File: src/rtl/hazard_unit.sv
// Hazard controller for the five-stage core: E-stage forwarding,
// load-use stall stretching, redirect flushes and event counters.
module hazard_unit #(
  parameter int LOAD_STALL_CYCLES = 1
) (
  input  logic        clk,
  input  logic        rst,
  input  logic [4:0]  Rs1D,
  input  logic [4:0]  Rs2D,
  input  logic [4:0]  Rs1E,
  input  logic [4:0]  Rs2E,
  input  logic [4:0]  RdE,
  input  logic [1:0]  resultSrcE,
  input  logic [1:0]  PCSrcE,
  input  logic [4:0]  RdM,
  input  logic        regWriteM,
  input  logic [4:0]  RdW,
  input  logic        regWriteW,
  input  logic        cnt_clr,
  output logic [1:0]  forwardAE,
  output logic [1:0]  forwardBE,
  output logic        stallF,
  output logic        stallD,
  output logic        flushD,
  output logic        flushE,
  output logic [31:0] stall_cnt,
  output logic [31:0] flush_cnt
);

  typedef enum logic {
    IDLE,
    STALL
  } state_t;

  state_t      state_q, state_d;
  logic [2:0]  remain_q, remain_d;
  logic [31:0] stall_cnt_q, stall_cnt_d;
  logic [31:0] flush_cnt_q, flush_cnt_d;
  logic        lwHaz;
  logic        redir;
  logic        stall;

  function automatic logic [1:0] fwd_sel(input logic [4:0] rs);
    logic [1:0] sel;
    sel = 2'b00;
    if (regWriteM && RdM == rs && RdM != 5'd0)
      sel = 2'b10;
    else if (regWriteW && RdW == rs && RdW != 5'd0)
      sel = 2'b01;
    return sel;
  endfunction

  assign forwardAE = fwd_sel(Rs1E);
  assign forwardBE = fwd_sel(Rs2E);

  assign lwHaz = (resultSrcE == 2'b01) && (RdE != 5'd0)
              && (RdE == Rs1D || RdE == Rs2D);
  assign redir = (PCSrcE != 2'b00);

  always_comb begin
    state_d  = state_q;
    remain_d = remain_q;
    stall    = 1'b0;
    flushD   = 1'b0;
    flushE   = 1'b0;
    if (redir) begin
      flushD   = 1'b1;
      flushE   = 1'b1;
      state_d  = IDLE;
      remain_d = 3'd0;
    end else begin
      unique case (state_q)
        IDLE: begin
          if (lwHaz) begin
            stall  = 1'b1;
            flushE = 1'b1;
            if (LOAD_STALL_CYCLES > 1) begin
              state_d  = STALL;
              remain_d = 3'(LOAD_STALL_CYCLES - 1);
            end
          end
        end
        STALL: begin
          stall  = 1'b1;
          flushE = 1'b1;
          if (remain_q <= 3'd1) begin
            state_d  = IDLE;
            remain_d = 3'd0;
          end else begin
            remain_d = remain_q - 3'd1;
          end
        end
        default: begin
          state_d  = IDLE;
          remain_d = 3'd0;
        end
      endcase
    end
  end

  assign stallF = stall;
  assign stallD = stall;

  // Clear wins over increment; increments wrap naturally at 32 bits.
  always_comb begin
    stall_cnt_d = stall_cnt_q;
    flush_cnt_d = flush_cnt_q;
    if (cnt_clr) begin
      stall_cnt_d = 32'd0;
      flush_cnt_d = 32'd0;
    end else begin
      if (stall) stall_cnt_d = stall_cnt_q + 32'd1;
      if (redir) flush_cnt_d = flush_cnt_q + 32'd1;
    end
  end

  always_ff @(posedge clk or posedge rst) begin
    if (rst) begin
      state_q     <= IDLE;
      remain_q    <= 3'd0;
      stall_cnt_q <= 32'd0;
      flush_cnt_q <= 32'd0;
    end else begin
      state_q     <= state_d;
      remain_q    <= remain_d;
      stall_cnt_q <= stall_cnt_d;
      flush_cnt_q <= flush_cnt_d;
    end
  end

  assign stall_cnt = stall_cnt_q;
  assign flush_cnt = flush_cnt_q;

endmodule

File: config.mk
export PLATFORM = sky130hd
export DESIGN_NAME = hazard_unit
export DESIGN_NICKNAME = d
export VERILOG_FILES = /design/src/rtl/hazard_unit.sv
export SDC_FILE = /design/constraint.sdc
export NUM_CORES = 1
export LEC_CHECK = 0
export ABC_AREA = 1
export BUFFER_PORTS_ARGS = -buffer_cell sky130_fd_sc_hd__buf_4
export CAP_MARGIN = 10
export CORE_AREA = 2 2 94 96
export CTS_CLUSTER_DIAMETER = 30
export DETAILED_ROUTE_END_ITERATION = 10
export DIE_AREA = 0 0 96 98
export GPL_ROUTABILITY_DRIVEN = 1
export GPL_TIMING_DRIVEN = 0
export PLACE_DENSITY_LB_ADDON = 0.08
export SLEW_MARGIN = 20
export SYNTH_ARGS = -nofsm -noshare
export SYNTH_HDL_FRONTEND = slang
export SYNTH_SLANG_ARGS = --single-unit
File: constraint.sdc
create_clock -name clk -period 3.95 [get_ports clk]
set_input_delay 0.5925 -clock clk [delete_from_list [all_inputs] [get_ports clk]]
set_output_delay 0.5925 -clock clk [all_outputs]
set_load 0.005 [all_outputs]
==> impl_metrics.yaml <==
logic_synthesis:
  synthAdderAreaFrac_pct: 0.771
  ys_types: 40
  synthSimpleGateAreaFrac_pct: 43.2
  netlist_area_sq_um: 4870
  synth_nets: 788
  ys_seq_elements: 68
  synth_compound_area_share_pct: 7.28
  yosysWarningCount: 0
  avgSynthCellArea_sq_um: 6.57
  synthMuxAreaShare_pct: 0
  synth-seq-area-share_pct: 35.0
  synth_xor_area_share_pct: 4.32
  synth_top_family_by_area: "simple AND/OR/NAND/NOR gates"
  synthCells: 741
global_routing:
  grt_start_max_net_pins: 54
  overflow: 0
  first_global_vias: 5045
  antenna_found_initial: 0
  grt_usage_pct: 30.5
  grt_pass1_wl_mm: 22.8
floorplanning:
  dieWidth_um: 96
  fp.coreArea_sq_um: 8470
  dieArea_sq_um: 9410
  initial_core_util_pct: 57.5
  io_pins: 116
  die_y_um: 98
  num_rows: 34
critical_path:
  path_class: "input port to output pin"
  timing.rr.end: "stall_cnt[20]$_DFFE_PP0P_"
  r2r-start: "stall_cnt[0]$_DFFE_PP0P_"
  cp_top_family: "buffers and inverters"
  crit_chain: "buf_4 > inv_1 > nand2_2 > inv_1 > buf_2 > clkbuf_1 > nand3_1 > buf_4"
  crit_buf_inv: 6
  end_kind: "output pin"
  critPathLaunchType: "input port"
  rrSetupSlack_ns: 2.14
  cp.depth: 8
  cpPeakStageDelay_ns: 0.44
  crit_fanout: 10
  arrival_ns: 2.03
  cp_data_required_time_ns: 3.36
  cp_slowest_cell: "clkbuf_1"
  reg2reg_depth: 9
clock_tree:
  clock_sinks: 68
  cts_made_buffers: 9
  cts.clk_slew.worst_paths_ns: 0.08
  root_buffer: "clkbuf_8"
  cts_hold_buf: 0
  htree_levels: 3
  post-cts-setup-buffer-count: 0
  ctsResizeCount: 0
  cts_tree: "built"
  cts_buffer_depth: 2
  insertion_delay_ns: 0.36
timing:
  rsz0062_at_grt: "no"
  fin_crit_ns: 2.62
  max_slew_margin_pct: 58.2
  fin_crit_sh_pct: 66.3
  tns_ns: 0
  fin_skew_ns: 0.0103
  worst_slack_ns: 1.33
  hold_viol_final: 0
  tightest_slew_ns: 0.627
  fmax_mhz: 382
  drv_slew: 0
  setup_violations: 0
final_layout:
  multi_input_area_sq_um: 2710
  layoutNonFillerInstCount: 980
  final_util_pct: 71.5
  drive_above_1_share_pct: 19.3
  fin_nets: 914
  n_fill_cell: 755
  syn2layout_area_growth_pct: 24.4
  antenna_cells: 0
  seqCellArea_sq_um: 1700
  fin_area_sq_um: 6060
pwr:
  power_density_nw_per_um2: 226
  p_leak_nw: 3.05
  ir_drop_uv: 207
placement:
  dp.cells: 964
  place.detailed.hpwl_mm: 10.7
  place_ws_ns: 1.35
  port_buffers: 114
  placed_area_sq_um: 5890
  gp_congestion: 0.963
run:
  maxCapViolations: 0
routing:
  drc: 0
  drtIter0Drc: 319
  wl_mm: 14.0
  avgViaCountPerCell: 5.53
  vias: 5415
  ant_nets: 0
  dr.pass1.iters: 5
  wl_per_cell_um: 14.3
hold_path:
  min_path_type: "input port to async pin"
status:
  status: "finished clean"
## cell usage after synthesis (all sizes together)
| cell type | instances | area (sq um) |
|---|---|---|
| a211oi | 1 | 7.51 |
| a21o | 3 | 23.8 |
| a21oi | 18 | 90.1 |
| a221oi | 1 | 8.76 |
| a31oi | 3 | 18.8 |
| buf | 10 | 58.8 |
| clkbuf | 10 | 37.5 |
| clkinv | 2 | 7.51 |
| dfrtp | 68 | 1700 |
| ha | 3 | 37.5 |
| inv | 95 | 357 |
| nand2 | 216 | 826 |
| nand3 | 83 | 420 |
| nand3b | 4 | 30.0 |
| nand4 | 32 | 215 |
| nor2 | 95 | 377 |
| nor3 | 29 | 173 |
| nor4 | 5 | 31.3 |
| o2111ai | 3 | 26.3 |
| o211ai | 2 | 15.0 |
| o21a | 2 | 15.0 |
| o21ai | 21 | 109 |
| o21bai | 2 | 15.0 |
| o22ai | 4 | 25.0 |
| or2 | 5 | 31.3 |
| xnor2 | 10 | 87.6 |
| xor2 | 14 | 123 |
## how the worst max path moves through the flow
stage,from,end,slack (ns)
final,PCSrcE[0],flushE,1.33
after global routing,RdE[0],stallF,1.23
after CTS,PCSrcE[0],flushE,1.35
after detailed placement,PCSrcE[0],flushE,1.35
after global placement,rst,stall_cnt[5]$_DFFE_PP0P_,0.80
after floorplan,rst,flush_cnt[0]$_DFFE_PP0P_,1.65
## per-stage QoR
stage                     hold slack, ns  power [W]
after floorplan                    0.507   0.000789
after global placement             0.526   0.000858
after detailed placement           0.543   0.000867
after CTS                          0.162    0.00137
after global routing               0.169    0.00142
final                              0.155    0.00137
## flip-flops by register name (all words and copies together), names as in the netlist
| register | flops |
|---|---|
| flush_cnt | 32 |
| stall_cnt | 32 |
| remain_q | 3 |
| state_q | 1 |
## kinds of logic (layout without fill, tap and decap cells)
family          count (synthesis)  after routing
xor+xnor                       24             24
compound gates                 60             60
fa+ha+maj                       3              3
simple gates                  469            469
buf+inv                       117            248
flops                          68             68
## worst register-to-register path, delay by kind of cell (launching register included)
family        cells  cell delay [ns]
fa+ha+maj         1             0.18
simple gates      7             0.99
xor+xnor          1             0.16
flops             1             0.42
## routing by layer
metal  up-vias  GRT usage, %  wire length [um]
li1       2670             -                 -
met1      2480          37.0              5640
met2       223          53.2              7050
met3        42          3.94               921
met4         0          13.7               438
met5         -             0                 0
## cells in the final DEF (no fill, tap or decap), types with 11 or more instances in the layout
master / count
nand4_1: 31
a21oi_1: 18
xor2_1: 14
nand2_1: 210
inv_1: 90
nor2_1: 89
nor3_1: 26
nand3_1: 82
dfrtp_1: 68
buf_4: 115
o21ai_0: 20
clkbuf_1: 11
## power by group
part / internal (W) / switching [W]
clock network: 0.000241 / 0.000274
logic: 0.0000617 / 0.0000898
registers: 0.000698 / 0.00000432
total: 0.00100 / 0.000368
## layout make-up
class	instances	area share, %
Buffer	20	1.59
Sequential cell	68	28.1
Tap cell	108	2.23
Timing Repair Buffer	115	14.6
Multi-Input combinational cell	556	44.7
Clock buffer	11	2.33
Inverter	97	6.05
Clock inverter	5	0.454
No activity file was read; power rests on OpenSTA's default activity.
